<file path="src/rtl/uart_arb_pkg.sv">
`default_nettype none
// ============================================================================
//  Module      : uart_arb_pkg
//  Description : Shared types, defaults and width helpers for the UART
//                transmit stream arbiter.
//  Revision    : 1.0 - initial release
// ============================================================================
package uart_arb_pkg;

    typedef enum logic [0:0] {
        ARB_IDLE  = 1'b0,
        ARB_GRANT = 1'b1
    } arb_state_t;

    localparam int DEF_TIMEOUT_CYCLES = 4096;

    // Watchdog counter width; at least one bit so a disabled watchdog still
    // yields a legal vector width.
    function automatic int wd_width(input int timeout_cycles);
        if (timeout_cycles < 1) begin
            return 1;
        end
        return $clog2(timeout_cycles + 1);
    endfunction

    // Width of a source index; a single source still needs one bit.
    function automatic int idx_width(input int num_src);
        if (num_src < 2) begin
            return 1;
        end
        return $clog2(num_src);
    endfunction

endpackage
`default_nettype wire

</file>
<file path="src/rtl/uart_tx_stream_arbiter_rr_pick.sv">
`default_nettype none
// ============================================================================
//  Module      : rr_pick
//  Description : Combinational rotating-priority selector. The search starts
//                at the source after i_last and wraps modulo NUM_SRC.
//  Revision    : 1.0 - initial release
// ============================================================================
module rr_pick
    import uart_arb_pkg::*;
#(
    parameter  int NUM_SRC = 2,
    localparam int IDX_W   = idx_width(NUM_SRC)
) (
    input  logic [NUM_SRC-1:0] i_req,
    input  logic [IDX_W-1:0]   i_last,
    output logic [NUM_SRC-1:0] o_grant,
    output logic [IDX_W-1:0]   o_idx,
    output logic               o_valid
);

    logic [2*NUM_SRC-1:0] w_req2;
    logic [IDX_W:0]       w_start;
    logic [NUM_SRC-1:0]   w_rot;
    logic [IDX_W-1:0]     w_off;
    logic [IDX_W+1:0]     w_sum;

    // Doubling the request vector lets a plain right shift act as a rotate.
    assign w_req2  = {i_req, i_req};
    assign w_start = {1'b0, i_last} + (IDX_W+1)'(1);
    assign w_rot   = NUM_SRC'(w_req2 >> w_start);
    assign o_valid = |i_req;

    // Lowest set bit of the rotated vector is the distance to the winner.
    always_comb begin
        w_off = '0;
        for (int j = NUM_SRC - 1; j >= 0; j--) begin
            if (w_rot[j]) begin
                w_off = IDX_W'(j);
            end
        end
    end

    // Undo the rotation: winner = (last + 1 + offset) mod NUM_SRC.
    always_comb begin
        w_sum = {1'b0, w_start} + {2'b00, w_off};
        if (w_sum >= (IDX_W+2)'(NUM_SRC)) begin
            w_sum = w_sum - (IDX_W+2)'(NUM_SRC);
        end
    end

    assign o_idx = IDX_W'(w_sum);

    // Expand the winning index to a one-hot grant.
    always_comb begin
        o_grant = '0;
        for (int j = 0; j < NUM_SRC; j++) begin
            o_grant[j] = o_valid && (o_idx == IDX_W'(j));
        end
    end

endmodule
`default_nettype wire

</file>
<file path="src/rtl/uart_tx_stream_arbiter.sv">
`default_nettype none
// ============================================================================
//  Module      : uart_tx_stream_arbiter
//  Description : Packet-granular round-robin arbiter sharing the UART
//                transmitter's byte stream among NUM_SRC producers, with a
//                single-entry output register and a mid-packet stall watchdog.
//  Revision    : 1.0 - initial release
// ============================================================================
module uart_tx_stream_arbiter
    import uart_arb_pkg::*;
#(
    parameter int NUM_SRC        = 2,
    parameter int DATA_WIDTH     = 8,
    parameter int TIMEOUT_CYCLES = DEF_TIMEOUT_CYCLES
) (
    input  logic                          i_clk,
    input  logic                          i_rst_n,
    input  logic [NUM_SRC*DATA_WIDTH-1:0] s_axis_tdata,
    input  logic [NUM_SRC-1:0]            s_axis_tvalid,
    input  logic [NUM_SRC-1:0]            s_axis_tlast,
    output logic [NUM_SRC-1:0]            s_axis_tready,
    output logic [DATA_WIDTH-1:0]         m_axis_tdata,
    output logic                          m_axis_tvalid,
    output logic                          m_axis_tlast,
    input  logic                          m_axis_tready,
    output logic [NUM_SRC-1:0]            o_grant,
    output logic                          o_busy,
    output logic                          o_timeout
);

    localparam int IDX_W = idx_width(NUM_SRC);
    localparam int WD_W  = wd_width(TIMEOUT_CYCLES);

    arb_state_t              r_state;
    arb_state_t              w_state_nxt;
    logic [NUM_SRC-1:0]      r_grant;
    logic [IDX_W-1:0]        r_grant_idx;
    logic [IDX_W-1:0]        r_last_grant;
    logic [DATA_WIDTH-1:0]   r_m_tdata;
    logic                    r_m_tvalid;
    logic                    r_m_tlast;
    logic                    r_timeout;

    logic [NUM_SRC-1:0]      w_pick;
    logic [IDX_W-1:0]        w_pick_idx;
    logic                    w_pick_valid;
    logic                    w_load;
    logic                    w_sel_valid;
    logic                    w_sel_last;
    logic [DATA_WIDTH-1:0]   w_sel_data;
    logic                    w_accept;
    logic                    w_pkt_end;
    logic                    w_wd_expire;

    rr_pick #(
        .NUM_SRC (NUM_SRC)
    ) u_rr_pick (
        .i_req   (s_axis_tvalid),
        .i_last  (r_last_grant),
        .o_grant (w_pick),
        .o_idx   (w_pick_idx),
        .o_valid (w_pick_valid)
    );

    // The output register can take a new beat when empty or draining.
    assign w_load      = !r_m_tvalid || m_axis_tready;
    assign w_sel_valid = |(s_axis_tvalid & r_grant);
    assign w_sel_last  = |(s_axis_tlast & r_grant);
    assign w_accept    = (r_state == ARB_GRANT) && w_load && w_sel_valid;
    assign w_pkt_end   = w_accept && w_sel_last;

    // One-hot AND-OR mux of the granted source's data.
    always_comb begin
        w_sel_data = '0;
        for (int k = 0; k < NUM_SRC; k++) begin
            if (r_grant[k]) begin
                w_sel_data = w_sel_data | s_axis_tdata[k*DATA_WIDTH +: DATA_WIDTH];
            end
        end
    end

    // Stall watchdog: counts granted-source idle cycles, never backpressure.
    generate
        if (TIMEOUT_CYCLES > 0) begin : g_wd
            logic [WD_W-1:0] r_wd;

            // Counter clears outside GRANT, on accepted beats and on expiry.
            always_ff @(posedge i_clk or negedge i_rst_n) begin
                if (!i_rst_n) begin
                    r_wd <= '0;
                end else if ((r_state != ARB_GRANT) || w_accept || w_wd_expire) begin
                    r_wd <= '0;
                end else if (!w_sel_valid) begin
                    r_wd <= r_wd + WD_W'(1);
                end
            end

            assign w_wd_expire = (r_state == ARB_GRANT) && !w_sel_valid &&
                                 (r_wd == WD_W'(TIMEOUT_CYCLES - 1));
        end else begin : g_no_wd
            assign w_wd_expire = 1'b0;
        end
    endgenerate

    // State register.
    always_ff @(posedge i_clk or negedge i_rst_n) begin
        if (!i_rst_n) begin
            r_state <= ARB_IDLE;
        end else begin
            r_state <= w_state_nxt;
        end
    end

    // Next-state: IDLE arbitrates for one cycle, GRANT holds until packet end
    // or watchdog expiry.
    always_comb begin
        w_state_nxt = r_state;
        unique case (r_state)
            ARB_IDLE: begin
                if (w_pick_valid) begin
                    w_state_nxt = ARB_GRANT;
                end
            end
            ARB_GRANT: begin
                if (w_pkt_end || w_wd_expire) begin
                    w_state_nxt = ARB_IDLE;
                end
            end
            default: w_state_nxt = ARB_IDLE;
        endcase
    end

    // Outputs decoded from the state: only the granted source sees ready.
    always_comb begin
        o_busy        = (r_state == ARB_GRANT);
        s_axis_tready = '0;
        if ((r_state == ARB_GRANT) && w_load) begin
            s_axis_tready = r_grant;
        end
    end

    // Grant bookkeeping and the rotating-priority pointer.
    always_ff @(posedge i_clk or negedge i_rst_n) begin
        if (!i_rst_n) begin
            r_grant      <= '0;
            r_grant_idx  <= '0;
            r_last_grant <= IDX_W'(NUM_SRC - 1);
            r_timeout    <= 1'b0;
        end else begin
            r_timeout <= w_wd_expire;
            if ((r_state == ARB_IDLE) && w_pick_valid) begin
                r_grant     <= w_pick;
                r_grant_idx <= w_pick_idx;
            end else if ((r_state == ARB_GRANT) && (w_pkt_end || w_wd_expire)) begin
                r_grant      <= '0;
                r_last_grant <= r_grant_idx;
            end
        end
    end

    // Single-entry output register; a held beat drains even after a revoke.
    always_ff @(posedge i_clk or negedge i_rst_n) begin
        if (!i_rst_n) begin
            r_m_tdata  <= '0;
            r_m_tvalid <= 1'b0;
            r_m_tlast  <= 1'b0;
        end else if (w_load) begin
            r_m_tvalid <= w_accept;
            r_m_tlast  <= w_accept && w_sel_last;
            if (w_accept) begin
                r_m_tdata <= w_sel_data;
            end
        end
    end

    assign m_axis_tdata  = r_m_tdata;
    assign m_axis_tvalid = r_m_tvalid;
    assign m_axis_tlast  = r_m_tlast;
    assign o_grant       = r_grant;
    assign o_timeout     = r_timeout;

endmodule
`default_nettype wire
</file>
<file path="config.mk">
export PLATFORM = sky130hd
export DESIGN_NAME = uart_tx_stream_arbiter
export DESIGN_NICKNAME = d
export VERILOG_FILES = /design/src/rtl/uart_arb_pkg.sv /design/src/rtl/uart_tx_stream_arbiter_rr_pick.sv /design/src/rtl/uart_tx_stream_arbiter.sv
export SDC_FILE = /design/constraint.sdc
export NUM_CORES = 1
export LEC_CHECK = 0
export BUFFER_PORTS_ARGS = -buffer_cell sky130_fd_sc_hd__buf_2
export CORE_MARGIN = 4
export CORE_UTILIZATION = 54
export CTS_CLUSTER_SIZE = 14
export DETAILED_ROUTE_END_ITERATION = 8
export PLACE_DENSITY_LB_ADDON = 0.2
export SLEW_MARGIN = 40
export SYNTH_ARGS = -nofsm -noshare
export SYNTH_HDL_FRONTEND = slang
export SYNTH_SLANG_ARGS = --single-unit
</file>
<file path="constraint.sdc">
create_clock -name i_clk -period 3.5 [get_ports i_clk]
set_clock_uncertainty 0.15 [all_clocks]
set_input_delay 0.35 -clock i_clk [delete_from_list [all_inputs] [get_ports i_clk]]
set_output_delay 0.35 -clock i_clk [all_outputs]
set_load 0.01 [all_outputs]
</file>
==> metrics.cfg, run 1 <==
[run_status]
status=finished, final reports clean

[power]
switching_share_pct=37.4
pwr-share-seq_pct=46.3
p_total_mw=1.12
p_sw_mw=0.419
p_int_mw=0.702
combPwrFrac_pct=33.3
p_leak_nw=0.786
p_clk_share_pct=20.4
power_density_nw_per_um2=685
ir_worst_vdd_mv=0.486

[global_route]
grt_pass1_wl_um=4800
grt_max_degree=30
grt.overflow.total=0
grtUsageTotal_pct=18.7
grt_pass1_vias=1105
antenna_found_initial=0

[logic_synthesis]
synth_top_area_share_pct=50.9
yosysUniqueCellTypes=32
syn_nets=158
yosys-top-cells-area=dfrtp_1 51%, a22oi_1 4.9%, nand2_1 3.8%
synth_area_um2=1380
synth-warning-count=0
syn_avg_cell_area_um2=10.3
synthCells=134
ys_ff_latch=29
synth-seq-area-share_pct=52.8
yosys.area.top_type=dfrtp_1

[clocking]
clkLatencyLatePin_ns=0.33
clock_sinks=29
cts_tree=done
cts_resized=0
numCtsBuffers=5
clk_pin_slew_ns=0.09
h-tree-depth=2
cts_buffer_depth=2
cts_root_buffer=clkbuf_4

[route]
drt_wl_total_um=2800
ant_nets=0
post-route-drc-count=0
vias=1116
firstDrtPassIters=4
drt_iter0_markers=43
vias_per_cell=5.47
post_drt_wl_per_cell_um=13.7

[job]
maxCapViolCount=0

[layout]
n_antenna_cell=0
drive_gt1_share_pct=29.3
seq_area_um2=727
area_growth_pct=18.8
fin_cells=204
nFillCells=198
nets=197
multi_input_area_um2=593

[setup_path]
rrSetupSlack_ns=1.30
end_kind=flop
worstReg2RegStart=o_grant[0]$_DFFE_PN0P_
start_kind=flop
required_ns=3.55
crit_type=reg2reg
path_max_fanout=14
rr_worst_depth=4
reg2reg_to=g_wd.r_wd[11]$_DFFE_PN0P_
crit_arrival_ns=2.25

[floorplan]
num_io_pins=39
rows=18
core_area_um2=2450
die_y_um=58.5
die_w_um=58.5
die_area_um2=3420
start_util_pct=56.1

[min_path]
hold_class=in2reg
hold_end=m_axis_tdata[1]$_DFFE_PN0P_
hold-path-cell-count=3
hp-start=s_axis_tdata[9]

[placement]
dp_cells=195
port-buffer-count=38
pre_cts_ws_ns=1.28
gp_congestion=0.865
place_hpwl_um=2090

[sta]
tns_ns=0
fin_crit_sh_pct=63.0
setup_violations=0
drv_slew=0
rsz0062_at_grt=false
fmax_ghz=0.454
worst_pin_slew_ns=0.627
fin_ws_ns=1.30
slew_headroom_pct=58.2
min_period_ns=2.20
hold_viol_final=0
hold_slack_ns=0.177

## worst max path at each step
stage | from | endpoint | cells past startpoint
2_1_floorplan | o_grant[0]$_DFFE_PN0P_ | r_last_grant$_DFFE_PN1P_ | 6
3_3_place_gp | o_grant[0]$_DFFE_PN0P_ | g_wd.r_wd[8]$_DFFE_PN0P_ | 4
3_5_place_dp | o_grant[0]$_DFFE_PN0P_ | g_wd.r_wd[10]$_DFFE_PN0P_ | 4
4_1_cts | o_grant[0]$_DFFE_PN0P_ | g_wd.r_wd[10]$_DFFE_PN0P_ | 4
5_1_grt | o_grant[0]$_DFFE_PN0P_ | g_wd.r_wd[9]$_DFFE_PN0P_ | 4
6_report | o_grant[0]$_DFFE_PN0P_ | g_wd.r_wd[11]$_DFFE_PN0P_ | 4
## area by class of cell
type,instances,share of cell area (%)
clock buffer,7,3.98
clock inverter,1,0.306
inverter,2,0.459
multi-input combinational,96,36.3
sequential,29,44.5
tap,30,2.30
timing repair buffer,39,12.2
## synth_stat cells
cell       n
a21o_1     1
a21oi_1    2
a22o_1     2
a22oi_1    9
and2_1     1
and3_1     3
and4_1     1
buf_6      3
clkbuf_1   4
dfrtp_1   28
dfstp_2    1
ha_1       1
inv_1      2
mux2_1     1
nand2_1   14
nand2b_1   4
nand3_1    4
nand4_1    7
nor2_1    14
nor3_1     1
nor4_1     3
o2111a_1   1
o211ai_1   1
o211ai_2   1
o21ai_0    9
o21ai_2    1
o21bai_1   1
o22ai_1    1
or3_4      1
or3b_2     1
xnor2_1    6
xor2_1     5
## flip-flops by register name, summed over array words and instances, names as in the netlist
| signal | cells |
|---|---|
| r_grant_idx | 1 |
| m_axis_tlast | 1 |
| o_busy | 1 |
| o_timeout | 1 |
| g_wd.r_wd | 13 |
| r_last_grant | 1 |
| m_axis_tdata | 8 |
| o_grant | 2 |
| m_axis_tvalid | 1 |
## power groups by stage
stage / clock network [mW] / registers (mW) / logic (mW)
global placement: 0 / 0.518 / 0.369
floorplan: 0 / 0.517 / 0.269
CTS: 0.240 / 0.519 / 0.382
finish: 0.228 / 0.519 / 0.373
global route: 0.258 / 0.536 / 0.426
detailed placement: 0 / 0.526 / 0.380
## logic make-up (layout without fill, tap and decap cells)
family / count (synthesis) / after routing / share of synthesized area, %
multiplexers: 1 / 1 / 0.818
adder cells (fa/ha/maj): 1 / 1 / 0.909
AO/OA/AOI/OAI: 29 / 29 / 14.6
AND/OR/NAND/NOR: 54 / 54 / 19.7
XOR/XNOR: 11 / 11 / 7.00
buffers and inverters: 9 / 49 / 4.09
flip-flops: 29 / 29 / 52.8
## worst max-delay path, stage by stage (launching register included)
cell      delay, ns
dfrtp_1        0.54
a22o_1         0.37
or3_4          0.46
o211ai_2       0.45
nor2_1         0.11
## routing by layer
metal  share of wire [%]  track usage, %
met3                 9.9            7.46
met1                  43            22.6
met2                  45            29.2
met5                   0               0
met4                 1.6            8.94
## metrics by stage
stage,utilization (%),instance area [um^2]
2_1_floorplan,-,1380
3_3_place_gp,63.4,1560
3_5_place_dp,63.4,1560
4_1_cts,66.6,1640
5_1_grt,66.6,1640
6_report,66.6,1640
## cell usage in the layout, fill, tap and decap left out, types with 2 or more instances in the layout
master / instances
o21ai_0: 9
nand2_1: 14
dfrtp_1: 28
inv_1: 2
buf_2: 38
nand3_1: 4
nor4_1: 3
nor2_1: 14
and3_1: 3
a22o_1: 2
clkbuf_8: 2
nand4_1: 7
nand2b_1: 4
xnor2_1: 6
a21oi_1: 2
clkbuf_4: 5
xor2_1: 5
a22oi_1: 9
## what timing repair did
action                                 CTS  global route
hold buffers                             1             0
buffers inserted                         0             0
endpoints found under the hold margin   28             0
Power figures use the tool's default switching activity.
==> run 2, diff against run 1 <==
- ABC_AREA: unset -> 1
- CORE_UTILIZATION: 54 -> 52
- clock period: 3.5 -> 2.2 ns (I/O delays scaled with it)
==> metrics.cfg, run 2 <==
[run_status]
status=finished, final reports clean  ; unchanged

[setup_path]
crit_path_top_delay_cell=dlygate4sd3_1  ; was dfrtp_1
startpoint=m_axis_tvalid$_DFFE_PN0N_  ; was o_grant[0]$_DFFE_PN0P_
worstReg2RegStart=m_axis_tvalid$_DFFE_PN0N_  ; was o_grant[0]$_DFFE_PN0P_
cp.depth=6  ; was 4
rr_worst_depth=6  ; was 4
critPathMaxStageDelay_ns=0.56  ; was 0.54 ns
crit_arrival_ns=2.05  ; was 2.25 ns
path_max_fanout=18  ; was 14
crit_buf_inv=1  ; was 0
crit_end=m_axis_tdata[7]$_DFFE_PN0P_  ; was g_wd.r_wd[11]$_DFFE_PN0P_
start_kind=flop  ; unchanged
crit_type=reg2reg  ; unchanged
rrSetupSlack_ns=0.27  ; was 1.30 ns
required_ns=2.32  ; was 3.55 ns
critical_path.top_delay_family=simple AND/OR/NAND/NOR gates  ; was compound AO/OA/AOI/OAI gates
crit_chain=nand2_1 -> nand2_1 -> nor2_8 -> nor2_1 -> a31oi_1 -> dlygate4sd3_1  ; was a22o_1 -> or3_4 -> o211ai_2 -> nor2_1
end_kind=flop  ; unchanged
critPathMostFrequentCell=nand2_1
reg2reg_to=m_axis_tdata[7]$_DFFE_PN0P_  ; was g_wd.r_wd[11]$_DFFE_PN0P_

[min_path]
hold_class=in2reg  ; unchanged
hold-path-cell-count=3  ; unchanged

[floorplan]
num_io_pins=39  ; unchanged
rows=19  ; was 18
die_area_um2=3790  ; was 3420 um^2
die_w_um=61.5  ; was 58.5 um
die_y_um=61.5  ; was 58.5 um
start_util_pct=54.0  ; was 56.1%
core_area_um2=2760  ; was 2450 um^2

[logic_synthesis]
yosys-top-cells-area=dfrtp_1 47%, nand2_1 15%, nor2_1 6.5%  ; was dfrtp_1 51%, a22oi_1 4.9%, nand2_1 3.8%
synth-warning-count=0  ; unchanged
synth_flop_cell=dfrtp_1  ; unchanged
syn_avg_cell_area_um2=7.84  ; was 10.3 um^2
post-synth-top-count-cell=nand2_1  ; was dfrtp_1
yosysUniqueCellTypes=27  ; was 32
synth_edf_count=0  ; unchanged
ys_ff_latch=29  ; unchanged
synth-seq-area-share_pct=48.8  ; was 52.8%
yosys.area.top_type=dfrtp_1  ; unchanged
syn_nets=214  ; was 158
synth_area_um2=1490  ; was 1380 um^2
synthCells=190  ; was 134
async_flop_share_pct=100  ; unchanged
synth_top_area_share_pct=47.0  ; was 50.9%
netlist_top_cells_count=60 x nand2_1, 28 x dfrtp_1, 26 x nor2_1  ; was 28 x dfrtp_1, 14 x nand2_1, 14 x nor2_1

[layout]
n_antenna_cell=0  ; unchanged
nets=271  ; was 197
largest_register_ffs=13  ; unchanged
nFillCells=220  ; was 198
final_cell_mix=60 x nand2_1, 38 x buf_2, 28 x dfrtp_1  ; was 38 x buf_2, 28 x dfrtp_1, 14 x nor2_1, 14 x nand2_1
drive_gt1_share_pct=22.2  ; was 29.3%
fin_cells=279  ; was 204
final_common_cell=nand2_1  ; was buf_2
top_register=g_wd.r_wd  ; unchanged
area_growth_pct=27.8  ; was 18.8%

[clocking]
h-tree-depth=2  ; unchanged
clock_sinks=29  ; unchanged
cts_buffer_depth=2  ; unchanged
clk_pin_slew_ns=0.09  ; about the same
numCtsBuffers=5  ; unchanged
cts_resized=0  ; unchanged
cts_setup_buffers=0  ; unchanged
clkLatencyLatePin_ns=0.33  ; about the same
cts_root_buffer=clkbuf_4  ; unchanged
cts_tree=done  ; unchanged
hold_buffers=12  ; was 1

[sta]
fin_crit_sh_pct=87.8  ; was 63.0%
setup_violations=0  ; unchanged
hold_slack_ns=0.0103  ; was 0.177 ns
hold_viol_final=0  ; unchanged
tns_ns=0  ; unchanged
slew_headroom_pct=57.4  ; was 58.2%
rsz0062_at_grt=false  ; unchanged
min_period_ns=1.93  ; was 2.20 ns
fmax_ghz=0.518  ; was 0.454 GHz
drv_slew=0  ; unchanged
fin_ws_ns=0.268  ; was 1.30 ns
worst_pin_slew_ns=0.639  ; was 0.627 ns

[global_route]
antenna_found_initial=0  ; unchanged
grtUsageTotal_pct=22.6  ; was 18.7%
grtUsageMet3_pct=7.34  ; was 7.46%
busiest_layer=met2  ; unchanged
grt_pass1_vias=1484  ; was 1105
grt_max_degree=30  ; unchanged
met1_usage_pct=24.6  ; was 22.6%
grt.overflow.total=0  ; unchanged
grt_pass1_wl_um=6230  ; was 4800 um
met2_usage_pct=40.4  ; was 29.2%

[route]
drt_wl_total_um=3710  ; was 2800 um
drt_iter0_markers=96  ; was 43
ant_nets=0  ; unchanged
vias=1495  ; was 1116
vias_per_cell=5.36  ; was 5.47
post_drt_wl_per_cell_um=13.3  ; was 13.7 um
firstDrtPassIters=4  ; unchanged
post-route-drc-count=0  ; unchanged

[power]
p_leak_nw=1.00  ; was 0.786 nW
power_density_nw_per_um2=479  ; was 685 nW/um^2
ir_worst_vdd_mv=0.450  ; was 0.486 mV
p_total_mw=0.912  ; was 1.12 mW

[placement]
place_hpwl_um=2530  ; was 2090 um
gp_congestion=0.858  ; was 0.865
dp_cells=258  ; was 195
pre_cts_ws_ns=0.596  ; was 1.28 ns
port-buffer-count=38  ; unchanged

[job]
maxCapViolCount=0  ; unchanged

==> run 2: final cells by class <==
| type | instances | area, um^2 | area share (%) |
|---|---|---|---|
| Tap cell | 31 | 38.8 | 2.04 |
| Multi-Input combinational cell | 140 | 674 | 35.4 |
| Timing Repair Buffer | 53 | 335 | 17.6 |
| Inverter | 18 | 70.1 | 3.68 |
| Sequential cell | 29 | 727 | 38.2 |
| Clock buffer | 8 | 58.8 | 3.09 |
==> run 2: worst min path at each step <==
stage	start	end	slack, ns
5_1_grt	s_axis_tdata[1]	m_axis_tdata[1]$_DFFE_PN0P_	0.01
6_report	s_axis_tdata[1]	m_axis_tdata[1]$_DFFE_PN0P_	0.01
3_3_place_gp	i_rst_n	g_wd.r_wd[2]$_DFFE_PN0P_	0.13
4_1_cts	s_axis_tdata[3]	m_axis_tdata[3]$_DFFE_PN0P_	0.002
3_5_place_dp	i_rst_n	g_wd.r_wd[2]$_DFFE_PN0P_	0.13
2_1_floorplan	i_rst_n	g_wd.r_wd[0]$_DFFE_PN0P_	-0.23
==> run 2: worst reg2reg max path: stages, from the launching register on <==
cell           delay [ns]
dfrtp_1              0.40
nand2_1              0.09
nand2_1              0.15
nor2_8               0.29
nor2_1               0.08
a31oi_1              0.16
dlygate4sd3_1        0.56
==> run 2: logic make-up (layout without fill, tap and decap cells) <==
logic type | count (synthesis) | count (layout) | share of synthesized area, %
adders and majority gates | 1 | 1 | 0.839
buffers and inverters | 21 | 79 | 5.96
DFF | 29 | 29 | 48.8
xor gates and xnor gates | 2 | 2 | 1.18
AOI/OAI and AO/OA | 18 | 18 | 7.22
and+or+nand+nor | 119 | 119 | 36.0
==> run 2: routing by layer <==
metal  wire [um]  up-vias  share of wire [%]
li1            -      730                  -
met1        1490      709                 40
met2        1960       49                 53
met3         214        7                5.8
met4          57        0                1.5
met5           0        -                  0
==> run 2: metrics by stage <==
| stage | instance area (um^2) | util [%] |
|---|---|---|
| after global placement | 1720 | 62.2 |
| after detailed placement | 1720 | 62.2 |
| after floorplan | 1490 | - |
| final | 1900 | 69.1 |
| after global routing | 1900 | 69.1 |
| after CTS | 1890 | 68.7 |
==> run 2: power by group <==
group	total, mW	switching (mW)	internal [mW]
Sequential	0.533	0	0.533
Clock	0.337	0.179	0.157
Combinational	0.0430	0.0198	0.0232
